File: src/rtl/ysyx_25040129_axil_master.sv
// AXI4-Lite master bridging a simple CPU load/store request/response port onto
// separate AR/R and AW/W/B channels, one transaction at a time.
module ysyx_25040129_axil_master #(
  parameter int unsigned ALIGN_CHECK = 1
) (
  input  logic        clk,
  input  logic        rst,

  input  logic        req_valid,
  output logic        req_ready,
  input  logic        req_wen,
  input  logic [31:0] req_addr,
  input  logic [1:0]  req_size,
  input  logic        req_sext,
  input  logic [31:0] req_wdata,

  output logic        rsp_valid,
  input  logic        rsp_ready,
  output logic [31:0] rsp_rdata,
  output logic        rsp_err,

  output logic [31:0] araddr,
  output logic        arvalid,
  input  logic        arready,
  input  logic [31:0] rdata,
  input  logic [1:0]  rresp,
  input  logic        rvalid,
  output logic        rready,

  output logic [31:0] awaddr,
  output logic        awvalid,
  input  logic        awready,
  output logic [31:0] wdata,
  output logic [1:0]  wstrb,
  output logic        wvalid,
  input  logic        wready,
  input  logic [1:0]  bresp,
  input  logic        bvalid,
  output logic        bready
);

  typedef enum logic [2:0] {
    IDLE = 3'd0,
    AR   = 3'd1,
    R    = 3'd2,
    WR   = 3'd3,
    B    = 3'd4,
    RSP  = 3'd5
  } state_t;

  state_t state, state_next;

  logic [31:0] addr_q;
  logic [1:0]  size_q;
  logic        sext_q;
  logic        wen_q;
  logic [31:0] wdata_q;
  logic        aw_done;
  logic        w_done;
  logic [31:0] rsp_rdata_q;
  logic        rsp_err_q;

  logic        accept;
  logic        misaligned;
  logic        aw_fire;
  logic        w_fire;
  logic [7:0]  byte_sel;
  logic [15:0] half_sel;
  logic [31:0] load_ext;

  assign req_ready = (state == IDLE);
  assign accept    = req_valid && req_ready;

  assign arvalid = (state == AR);
  assign araddr  = {addr_q[31:2], 2'b00};
  assign rready  = (state == R);

  assign awvalid = (state == WR) && !aw_done;
  assign wvalid  = (state == WR) && !w_done;
  assign awaddr  = addr_q;
  assign wdata   = wdata_q;
  // The memory responder decodes the size code directly, not a byte mask.
  assign wstrb   = size_q;
  assign bready  = (state == B);

  assign aw_fire = awvalid && awready;
  assign w_fire  = wvalid && wready;

  assign rsp_valid = (state == RSP);
  assign rsp_rdata = wen_q ? 32'd0 : rsp_rdata_q;
  assign rsp_err   = rsp_err_q;

  always_comb begin
    misaligned = 1'b0;
    if (ALIGN_CHECK != 0) begin
      case (req_size)
        2'b00:   misaligned = 1'b1;
        2'b10:   misaligned = req_addr[0];
        2'b11:   misaligned = (req_addr[1:0] != 2'b00);
        default: misaligned = 1'b0;
      endcase
    end
  end

  always_comb begin
    byte_sel = rdata[7:0];
    case (addr_q[1:0])
      2'b00: byte_sel = rdata[7:0];
      2'b01: byte_sel = rdata[15:8];
      2'b10: byte_sel = rdata[23:16];
      2'b11: byte_sel = rdata[31:24];
      default: byte_sel = rdata[7:0];
    endcase
    half_sel = addr_q[1] ? rdata[31:16] : rdata[15:0];
    load_ext = rdata;
    case (size_q)
      2'b01:   load_ext = {{24{sext_q & byte_sel[7]}}, byte_sel};
      2'b10:   load_ext = {{16{sext_q & half_sel[15]}}, half_sel};
      default: load_ext = rdata;
    endcase
  end

  always_comb begin
    state_next = state;
    case (state)
      IDLE: begin
        if (accept) begin
          if (misaligned)   state_next = RSP;
          else if (req_wen) state_next = WR;
          else              state_next = AR;
        end
      end
      AR:  if (arready) state_next = R;
      R:   if (rvalid)  state_next = RSP;
      // Either channel may finish first; move on once both have been seen.
      WR:  if ((aw_done || aw_fire) && (w_done || w_fire)) state_next = B;
      B:   if (bvalid)    state_next = RSP;
      RSP: if (rsp_ready) state_next = IDLE;
      default: state_next = IDLE;
    endcase
  end

  always_ff @(posedge clk or negedge rst) begin
    if (!rst) state <= IDLE;
    else      state <= state_next;
  end

  always_ff @(posedge clk or negedge rst) begin
    if (!rst) begin
      addr_q      <= 32'd0;
      size_q      <= 2'b00;
      sext_q      <= 1'b0;
      wen_q       <= 1'b0;
      wdata_q     <= 32'd0;
      aw_done     <= 1'b0;
      w_done      <= 1'b0;
      rsp_rdata_q <= 32'd0;
      rsp_err_q   <= 1'b0;
    end else begin
      if (accept) begin
        addr_q  <= req_addr;
        size_q  <= req_size;
        sext_q  <= req_sext;
        wen_q   <= req_wen;
        wdata_q <= req_wdata;
        aw_done <= 1'b0;
        w_done  <= 1'b0;
        if (misaligned) begin
          rsp_rdata_q <= 32'd0;
          rsp_err_q   <= 1'b1;
        end
      end
      if (aw_fire) aw_done <= 1'b1;
      if (w_fire)  w_done  <= 1'b1;
      if (state == R && rvalid) begin
        rsp_rdata_q <= load_ext;
        rsp_err_q   <= (rresp != 2'b00);
      end
      if (state == B && bvalid) begin
        rsp_rdata_q <= 32'd0;
        rsp_err_q   <= (bresp != 2'b00);
      end
    end
  end

endmodule

File: config.mk
export PLATFORM = sky130hd
export DESIGN_NAME = ysyx_25040129_axil_master
export DESIGN_NICKNAME = d
export VERILOG_FILES = /design/src/rtl/ysyx_25040129_axil_master.sv
export SDC_FILE = /design/constraint.sdc
export NUM_CORES = 1
export LEC_CHECK = 0
export CORE_ASPECT_RATIO = 0.7
export CORE_UTILIZATION = 35
export CTS_CLUSTER_DIAMETER = 150
export DETAILED_ROUTE_END_ITERATION = 8
export HOLD_SLACK_MARGIN = 0.02
export PLACE_DENSITY = 0.79
export SETUP_SLACK_MARGIN = 0.4
export SLEW_MARGIN = 10
export SYNTH_ARGS = -nofsm -noshare
export SYNTH_HDL_FRONTEND = slang
export SYNTH_SLANG_ARGS = --single-unit
File: constraint.sdc
create_clock -name clk -period 5.42 [get_ports clk]
set_input_delay 1.084 -clock clk [delete_from_list [all_inputs] [get_ports clk]]
set_output_delay 1.084 -clock clk [all_outputs]
set_load 0.05 [all_outputs]
==> run metrics <==
DRC=0; distinct cell type count after synthesis=42; Critical-path top delay cell=clkdlybuf4s50_1; pwr dens=717 nW/um^2; Syn Inst Count=567; Seq/Total Area, Yosys=0.510; Req. time, crit path=4.34 ns; number of synthesized register bits=106; crit share post-route=0.658; H-tree Lvls=3; Antenna Nets Post-Route=0; Post-CTS Hold Fix Bufs=0; core area=14200 um^2; most used flip-flop cell after synthesis=dfrtp_1; Setup crit start kind=flip-flop; fraction of layout cells with a size suffix above 1=0.0521; Post-synth EDFFs=0; Max Transition Viols Final=0; skew final=0.00978 ns; DP Area=7550 um^2; clk buf depth=2; multi-input combinational cell area=2130 um^2; Hold Fails Final Rpt=0; Critical Path Sink Type=output pin; synth warn=0; row count=36; minimum clock period=3.56 ns; area share of the largest cell type after synthesis=0.510; Worst Setup SP=state[0]; Max stage delay on crit path=0.84 ns; origin of the critical flop-to-flop path=state[2]; critical path, cell by cell=inv_1 > or2_2 > nor2_1 > clkdlybuf4s50_1; # setup viols final=0; full die area=15400 um^2; cell area after layout=7870 um^2; initial core utilization=0.366; status=finished, final reports clean; nets=878; first-pass GRT wire length=24.9 mm; Congestion Overflow GR=0; dpl hpwl=11.2 mm; Synth async-reset ratio=1.00; GPL Wtd Cong=0.834; die width=148 um; I/O Pins=251; Worst EP arrival=2.48 ns; Hold Path Class=flip-flop to flip-flop; setup TNS=0 ns; fillcell total=1282; DR WL/cell=16.1 um; vias per cell=4.87; # diodes=0; WS Path Type=flip-flop to output pin; static leakage=3.57 nW; Sinks on Clock Net=106; post-CTS setup buffers=0; unrepaired setup endpoints after global routing=no; Iteration-0 DRC Markers=235; Detailed Routing Iterations Pass 1=4; Max-slew headroom=0.233; Tot GR Track Use=0.205; ranking of synthesized cells by area=dfrtp_1, nand2_1, buf_4; Via Count=4662; CP delay by family, top=buffers and inverters; reg2reg setup slack=3.12 ns; Slew @ Worst Pin=1.15 ns; max-cap violations=0; top cell type by total area after synthesis=dfrtp_1; CP bufs+invs=2; Reg clk slew, reported paths=0.07 ns; # resized after CTS=0; Die H=104 um; worst-path fanout max=13; CTS tree=done; HP Start=wdata[1]; Area growth syn-to-layout=51.4%; final WL=15.4 mm; I/O Buffers=248; sequential cell area=2650 um^2; maximum vdd drop=0.402 mV; FMAX=281 MHz; worst skew pair latency=0.34 ns; clock tree root buffer cell=clkbuf_16; pin count of the biggest net entering global routing=76; antenna violations before repair=0; vias in the first global route=4540; Inserted Clock Buffers=9; syn avg cell area=9.17 um^2; Synth Cell Area=5200 um^2
[final cells by class]
type                    instances  share of cell area
clock buffers                  12              0.0313
clock inverters                 4             0.00954
inverters                       6             0.00286
multi-input cells             388               0.270
flip-flops and latches        106               0.337
well taps                     190              0.0302
repair buffers                252               0.319
[worst min-delay path, stage by stage, from the launching register on]
cell and delay [ns]:
dfrtp_1 0.34, nand2_1 0.05, nand2_1 0.06
[cells in the mapped netlist, types with 2 or more instances]
cell / n
nand2_1: 206
dfrtp_1: 106
nor2b_1: 35
buf_4: 33
o21ai_0: 26
clkbuf_1: 22
a221o_1: 16
mux2_2: 15
a21oi_1: 12
o2bb2ai_1: 11
buf_2: 10
a221oi_1: 8
mux2i_1: 8
nor2_1: 8
inv_1: 6
a21o_1: 5
nand2b_1: 5
a211oi_1: 4
o22ai_1: 3
and2_1: 2
buf_6: 2
ha_1: 2
nand3_1: 2
nor3_1: 2
[layout by cell type (no fill, tap or decap), types with 2 or more instances in the layout]
cell type / instances
buf_4: 5
nand2_1: 206
a21oi_1: 12
clkbuf_1: 2
ha_1: 2
and2_1: 2
nor3_1: 2
a221o_1: 16
a211oi_1: 4
mux2i_1: 8
bufinv_16: 2
clkdlybuf4s50_1: 247
o22ai_1: 3
o21ai_0: 26
nand2b_1: 5
inv_1: 6
mux2_2: 15
a221oi_1: 8
nor2_1: 8
nor2b_1: 35
dfrtp_1: 106
clkbuf_16: 9
conb_1: 2
o2bb2ai_1: 11
a21o_1: 5
clkinvlp_4: 2
[metal layers]
layer / global-route usage / up-vias / wire (um)
met4: 0.0493 / 0 / 234
met1: 0.284 / 2197 / 7060
met3: 0.0732 / 16 / 1560
li1: - / 2247 / -
met2: 0.301 / 202 / 6540
met5: 0 / - / 0
[sequential cells by signal, indices dropped and copies added, names as in the netlist, 2 cells and up]
name         count
awaddr          32
state            3
wdata           32
wstrb            2
rsp_rdata_q     32
[per-stage QoR]
stage | hold WS [ns] | power [mW] | setup WS [ns] | cells | utilization
2_1_floorplan | 0.441 | 3.92 | 2.54 | 568 | -
3_3_place_gp | 0.455 | 4.92 | 2.19 | 942 | 0.532
3_5_place_dp | 0.461 | 4.96 | 2.19 | 942 | 0.532
4_1_cts | 0.477 | 5.68 | 1.82 | 958 | 0.555
5_1_grt | 0.495 | 5.95 | 1.70 | 958 | 0.555
6_report | 0.474 | 5.64 | 1.86 | 958 | 0.555
[cell families after synthesis]
kind of cell	after synthesis	synth area share
AND/OR/NAND/NOR	265	0.218
flip-flops	106	0.510
AO/OA/AOI/OAI	96	0.135
buffers and inverters	74	0.0825
multiplexers	23	0.0479
adder cells (fa/ha/maj)	2	0.00481
other	1	0.000721
[path summary, 6_finish.rpt]
kind / to / cells past startpoint
worst max-delay path: awvalid / 4
max in group asynchronous: rsp_rdata_q[10] / 2
worst max register to register: aw_done / 4
worst min-delay path: wdata[1] / 2
min in group asynchronous: rsp_rdata_q[30] / 1
worst min register to register: wdata[1] / 2
[report_power, final]
group          leakage, nW  switching [mW]  total, mW  internal (mW)
combinational         2.06            2.30       3.47           1.17
sequential            1.36           0.330       1.47           1.14
clock                0.149           0.287      0.706          0.418
(Power assumes the default switching activity.)
